### src/rtl/hvac_zone_scheduler.sv
// hvac_zone_scheduler: shares one heating/cooling plant between NZ zones.
// Each zone gets a hysteretic heat/cool demand. A round-robin arbiter grants
// the plant to one zone at a time. Every grant lasts at least DWELL cycles,
// and consecutive grants are separated by DEAD plant-off cycles.
module hvac_zone_scheduler #(
  parameter int NZ       = 4,
  parameter int TW       = 5,
  parameter int HEAT_ON  = 12,
  parameter int HEAT_OFF = 18,
  parameter int COOL_OFF = 20,
  parameter int COOL_ON  = 26,
  parameter int DWELL    = 16,
  parameter int DEAD     = 4,
  localparam int ZW      = $clog2(NZ)
) (
  input  logic             clk,
  input  logic             rst,
  input  logic [NZ*TW-1:0] temp,
  input  logic             temp_valid,
  output logic [NZ-1:0]    demand_heat,
  output logic [NZ-1:0]    demand_cool,
  output logic [1:0]       plant_mode,
  output logic [NZ-1:0]    zone_valve,
  output logic [ZW-1:0]    grant_zone,
  output logic             busy
);

  localparam int DCW = $clog2(DWELL);
  localparam int XCW = $clog2(DEAD + 1);
  localparam logic [DCW-1:0] DWELL_LAST = DCW'(DWELL - 1);
  localparam logic [XCW-1:0] DEAD_LAST  = XCW'(DEAD - 1);

  typedef enum logic [1:0] {S_IDLE, S_SERVE, S_DEAD} state_t;

  state_t         state;
  logic [ZW-1:0]  last;
  logic [DCW-1:0] dwell_cnt;
  logic [XCW-1:0] dead_cnt;

  logic [NZ-1:0]  heat_next;
  logic [NZ-1:0]  cool_next;
  logic [NZ-1:0]  any_demand;
  logic [NZ-1:0]  others_demand;
  logic           served_active;
  logic           pick_found;
  logic [ZW-1:0]  pick_idx;

  // Per-zone hysteresis: inside the band the previous demand is kept.
  for (genvar gi = 0; gi < NZ; gi++) begin : g_zone
    logic [TW-1:0] t;
    assign t = temp[gi*TW +: TW];
    assign heat_next[gi] = (t <  TW'(HEAT_ON))  ? 1'b1 :
                           (t >= TW'(HEAT_OFF)) ? 1'b0 : demand_heat[gi];
    assign cool_next[gi] = (t >  TW'(COOL_ON))  ? 1'b1 :
                           (t <= TW'(COOL_OFF)) ? 1'b0 : demand_cool[gi];
  end

  // Demand registers only update on a valid temperature sample.
  always_ff @(posedge clk) begin
    if (rst) begin
      demand_heat <= '0;
      demand_cool <= '0;
    end else if (temp_valid) begin
      demand_heat <= heat_next;
      demand_cool <= cool_next;
    end
  end

  assign any_demand    = demand_heat | demand_cool;
  assign others_demand = any_demand & ~(NZ'(1) << grant_zone);
  // The active mode of a grant is held in plant_mode while serving.
  assign served_active = plant_mode[1] ? demand_heat[grant_zone]
                                       : demand_cool[grant_zone];

  // Round-robin search from last+1; smallest offset wins, so scan downwards.
  always_comb begin : arb
    int cand;
    pick_found = 1'b0;
    pick_idx   = '0;
    cand       = 0;
    for (int k = NZ; k >= 1; k--) begin
      cand = int'(last) + k;
      if (cand >= NZ) cand -= NZ;
      if (any_demand[ZW'(cand)]) begin
        pick_found = 1'b1;
        pick_idx   = ZW'(cand);
      end
    end
  end

  // Grant FSM with registered plant outputs; reset drops the plant at once.
  always_ff @(posedge clk) begin
    if (rst) begin
      state      <= S_IDLE;
      plant_mode <= 2'b00;
      zone_valve <= '0;
      grant_zone <= '0;
      last       <= ZW'(NZ - 1);
      dwell_cnt  <= '0;
      dead_cnt   <= '0;
      busy       <= 1'b0;
    end else begin
      case (state)
        S_IDLE: begin
          if (pick_found) begin
            state      <= S_SERVE;
            grant_zone <= pick_idx;
            last       <= pick_idx;
            zone_valve <= NZ'(1) << pick_idx;
            plant_mode <= demand_heat[pick_idx] ? 2'b10 : 2'b01;
            dwell_cnt  <= '0;
            busy       <= 1'b1;
          end
        end
        S_SERVE: begin
          if (dwell_cnt != DWELL_LAST) begin
            dwell_cnt <= dwell_cnt + 1'b1;
          end else if (!served_active || (|others_demand)) begin
            state      <= S_DEAD;
            plant_mode <= 2'b00;
            zone_valve <= '0;
            dead_cnt   <= '0;
          end
        end
        S_DEAD: begin
          if (dead_cnt == DEAD_LAST) begin
            state <= S_IDLE;
            busy  <= 1'b0;
          end else begin
            dead_cnt <= dead_cnt + 1'b1;
          end
        end
        default: begin
          state      <= S_IDLE;
          plant_mode <= 2'b00;
          zone_valve <= '0;
          busy       <= 1'b0;
        end
      endcase
    end
  end

endmodule

### config.mk
export PLATFORM = sky130hd
export DESIGN_NAME = hvac_zone_scheduler
export DESIGN_NICKNAME = d
export VERILOG_FILES = /design/src/rtl/hvac_zone_scheduler.sv
export SDC_FILE = /design/constraint.sdc
export NUM_CORES = 1
export LEC_CHECK = 0
export CORE_MARGIN = 10
export CORE_UTILIZATION = 40
export DETAILED_ROUTE_END_ITERATION = 8
export PLACE_DENSITY = 0.7
export REMOVE_ABC_BUFFERS = 1
export SLEW_MARGIN = 40
export SYNTH_ARGS = -nofsm -noshare
export SYNTH_HDL_FRONTEND = slang
export SYNTH_SLANG_ARGS = --single-unit
### constraint.sdc
create_clock -name clk -period 2.4 [get_ports clk]
set_clock_uncertainty 0.1 [all_clocks]
set_input_delay 0.48 -clock clk [delete_from_list [all_inputs] [get_ports clk]]
set_output_delay 0.48 -clock clk [all_outputs]
set_load 0.005 [all_outputs]
# Word level (Yosys, flattened, before mapping)
# Index checks and enable logic that the tools add are counted.
[totals]
ff_bits = 28
in_bits = 23
output_inout_bits = 17
[op_classes]
addsub = 10
mux = 71
n_lt_le_gt_ge = 26
reduce_logical = 28
n_shift = 2
n_bitwise = 5
eq_ne = 10
[op_table]
columns = ["cell", "n"]
rows = [
  ["$mux 1", 34],
  ["$mux 2", 16],
  ["$ge 5x5->1 const B", 4],
  ["$gt 5x5->1 const B", 4],
  ["$le 5x5->1 const B", 4],
  ["$lt 5x4->1 const B", 4],
  ["$mux 4", 5],
  ["$reduce_bool 2->1", 10],
  ["$reduce_and 2->1", 9],
  ["$lt 2x4->1 const B", 4],
  ["$bmux 1 s2", 7],
  ["$ne 2x2->1 const B", 6],
  ["$pmux 2 s3", 2],
  ["$pmux 4 s3", 1],
  ["$reduce_and 4->1", 3],
  ["$ge 3x3->1 const B", 3],
  ["$mux 3", 3],
  ["$pmux 4 s2", 1],
  ["$shl 1x2->4 const A", 2],
  ["$sub 2x1->2 const B", 4],
  ["$add 2x2->3 const B", 2],
  ["$lt 2x3->1 const B", 2],
  ["$pmux 3 s2", 1],
  ["$reduce_and 3->1", 2],
  ["18 further kinds", 19],
]

# Logic depth before layout (Yosys ltp)
[depth]
word_depth = 15
ltp_mapped = 6
depth_no_buf = 6

# Worst setup path after synthesis
# No wires, ideal clock.
[synth_path]
path_kind = "flip-flop to flip-flop"
startpoint = "register plant_mode[1]"
endpoint = "register dead_cnt[0]"
required_time_ns = 2.183
setup_ns = 0.117
stages_incl_launch_ff = 6
path_slack_ns = 0.604
n_path_buf = 0
arrival_time_ns = 1.579
period_less_slack_ns = 1.796
cell_sequence = "dfxtp_1 > mux4_2 > mux2i_4 > o31a_1 > nor3_2 > a22o_1"
[synth_via]
elab_chain_len = 5
[synth_rtl]
columns = ["item", "line_no", "source"]
rows = [
  ["start, declared", "22", "output logic [1:0] plant_mode,"],
  ["start signal, assigned", "110", "plant_mode <= demand_heat[pick_idx] ? 2'b10 : 2'b01;"],
  ["$mux 1", "72", "assign served_active = plant_mode[1] ? demand_heat[grant_zone]"],
  ["$logic_not 1->1", "118", "end else if (!served_active || (|others_demand)) begin"],
  ["$logic_or 1x1->1", "118", ""],
  ["$ne 2x2->1 (no line)", "--", ""],
  ["$reduce_and 4->1 (no line)", "--", ""],
  ["end signal, assigned", "130", "dead_cnt <= dead_cnt + 1'b1;"],
  ["end, declared", "38", "logic [XCW-1:0] dead_cnt;"],
]
# Every way passes these cells.
# A chain may end at the register's enable or synchronous reset.

# Final worst setup path
[layout_path]
startpoint = "register demand_heat[1]"
endpoint = "output demand_heat[1]"
[layout_rtl]
columns = ["item", "line_no", "source"]
rows = [
  ["start, declared", "20", "output logic [NZ-1:0] demand_heat,"],
  ["start signal, assigned", "64", "demand_heat <= heat_next;"],
]
# No word-level cell between the ends.

==> impl_metrics.yaml <==
status:
  status: "finished, final reports clean"
worst_setup_path:
  crit_fanout: 13
  max_stage_delay_ps: 620
  crit_chain: "clkdlybuf4s50_1"
  crit_buf_inv: 1
  rr_worst_depth: 5
  crit_required_ps: 1820
  r2r_start: "demand_heat[2]"
  crit_type: "reg2out"
  cp_top_family: "flip-flops"
  r2r_end: "dead_cnt[2]"
  startpoint_type: "register"
  cp_slowest_cell: "dfxtp_1"
  endpoint_kind: "output port"
  r2r_setup_slack_ps: 450
  arrival_ps: 1500
final_layout:
  fill_cells: 411
  nets: 278
  syn_to_final_growth_pct: 28.5
  antenna_cells_inserted: 0
  final_core_util_pct: 54.2
  fin_cells: 301
  drive_above_1_share_pct: 9.56
  finalInstanceArea_sq_um: 2210
clock_tree:
  cts_setup_buffers: 0
  cts_buffers: 3
  holdBufCountCts: 0
  cts_root_buf: "clkbuf_8"
  h-tree-depth: 1
  cts.repair.resized: 0
  clkTransAtPathRegs_ps: 100
  clkSinkCount: 28
  cts_max_path_buffers: 2
  clock_latency_ps: 280
  cts_tree: "yes"
global_routing:
  met2_usage_pct: 18.9
  antenna_found_initial: 0
  grt_max_degree: 17
  track_usage_pct: 11.8
  grtUsageMet1_pct: 14.7
  grt_first_pass_wirelength_microns: 7290
  grt-busiest-layer: "met2"
  globalRouteMet3Util_pct: 4.26
  grt_pass1_vias: 1525
  overflow: 0
placed_design:
  dp.cells: 297
  port_buffers: 39
  dp_hpwl_microns: 3310
  place_area_sq_um: 2140
  gp_congestion: 0.868
  dp_slack_ps: 399
power:
  peakVddDrop_mv: 0.483
  finalPower_mw: 1.34
  power.density_nw_per_um2: 604
  p_leak_nw: 0.778
detailed_routing:
  num_vias: 1671
  wire_per_inst_microns: 14.3
  drc: 0
  drt-initial-drc-count: 87
  first_pass_iters: 4
  vias_per_cell: 5.55
  drt-total-wl_microns: 4320
  drtAntennaViolNets: 0
worst_hold_path:
  worst_hold_path_type: "reg2reg"
  hold_start: "zone_valve[0]"
  min_path_cells: 2
  holdPathEnd: "zone_valve[0]"
yosys:
  avgSynthCellArea_sq_um: 8.05
  synthArstFlopShare_pct: 0
  synth_top_cell_by_area: "dfxtp_1"
  ys_ff_latch: 28
  netlist_top_cells_area: "dfxtp_1 (33%), nor2_1 (7.6%), a21oi_1 (4.1%)"
  synth.cell_area_sq_um: 1720
  netlist.area_leader.share_pct: 32.5
  yosysSeqAreaShare_pct: 32.5
  synth-edff-count: 0
  ys_warn_count: 0
  synth_flop_cell: "dfxtp_1"
  postSynthCellCount: 214
  ys_types: 47
timing:
  period_minus_slack_ps: 2080
  finalHoldViolations: 0
  worst_pin_slew_ps: 658
  final-setup-viol-count: 0
  timing.final.crit_share_pct: 86.8
  timing.slew.headroom_pct: 56.1
  layout_setup_ws_ps: 317
  slew_viol_final: 0
  holdWs_ps: 380
  rsz0062_at_grt: "no"
  timing.setup.tns_ps: 0
  max_freq_mhz: 480
die:
  die_y_microns: 85.6
  io_pins: 40
  die_x_microns: 85.6
  start_util_pct: 42.2
  rows: 23
  core_area_sq_um: 4090
  dieArea_sq_um: 7330
flow_run:
  cap_violations: 0
worst max-delay path by stage:
stage	from	endpoint	slack [ps]	depth (start not counted)
after floorplan	plant_mode[1]	dead_cnt[0]	600	5
after global placement	temp_valid	demand_heat[0]	450	6
after detailed placement	temp_valid	demand_heat[1]	400	6
after CTS	demand_heat[1]	demand_heat[1]	320	1
after global routing	demand_heat[1]	demand_heat[1]	240	1
final	demand_heat[1]	demand_heat[1]	320	1
registers in the layout (all words and copies together), names as in the netlist:
signal and flops:
busy 1, dead_cnt 3, demand_cool 4, demand_heat 4, dwell_cnt 4, grant_zone 2, last 2, plant_mode 2
state 2, zone_valve 4
cell usage in the layout (no fill, tap or decap), types with 2 or more instances in the layout:
cell             netlist  routed
nor4_2                 2       2
a211oi_1               6       6
a221oi_1               5       5
clkbuf_8               0       3
o22ai_1                2       2
dfxtp_1               28      28
o21ai_1                3       3
mux4_2                 2       2
buf_4                  0       4
nand4_1                2       2
o21a_1                 2       2
nor3_1                10      10
o2bb2ai_1              2       2
o21ai_0                6       6
ha_1                   3       3
nor3_2                 2       2
nor4b_1                2       2
xor2_1                 2       2
a21oi_1               14      14
or4_4                  2       2
a22o_1                 2       2
nor2b_1                8       8
nor4_1                 2       2
inv_1                 10      10
nand2_1               18      18
nand3_1                4       4
nor2_1                35      35
o211ai_1               4       4
clkdlybuf4s50_1        0      39
or2_2                  2       2
nand3b_1               2       2
a41oi_1                4       4
nand2b_1               4       4
o21ai_2                2       2
where the power goes:
| group | switching (mW) | internal, mW |
|---|---|---|
| clock network | 0.147 | 0.223 |
| registers | 0.0708 | 0.507 |
| logic | 0.184 | 0.205 |
cell type report:
type,instances,area [sq um],share of cell area [%]
well taps,50,62.6,2.82
inverters,10,37.5,1.69
repair buffers,43,420,19.0
flip-flops and latches,28,561,25.3
clock buffers,3,41.3,1.86
clock inverters,1,30.0,1.36
multi-input cells,166,1060,48.0
synth_stat cells, types with 3 or more instances:
library cell,instances
nor2_1,35
dfxtp_1,28
nand2_1,18
a21oi_1,14
inv_1,10
nor3_1,10
nor2b_1,8
a211oi_1,6
o21ai_0,6
a221oi_1,5
a41oi_1,4
clkbuf_1,4
nand2b_1,4
nand3_1,4
o211ai_1,4
buf_6,3
ha_1,3
o21ai_1,3
metal layers:
metal / wire length (microns) / part of all wire, % / vias up
met3: 297 / 6.9 / 2
met2: 1940 / 45 / 35
met4: 22 / 0.51 / 0
li1: - / - / 859
met5: 0 / 0 / -
met1: 2060 / 48 / 775
logic make-up after synthesis:
family	synth area share, %
AOI/OAI and AO/OA	24.8
xor gates and xnor gates	1.53
and+or+nand+nor	29.2
muxes	3.92
DFF	32.5
buffers and inverters	5.81
adders and majority gates	2.18
Power figures use the tool's default switching activity.
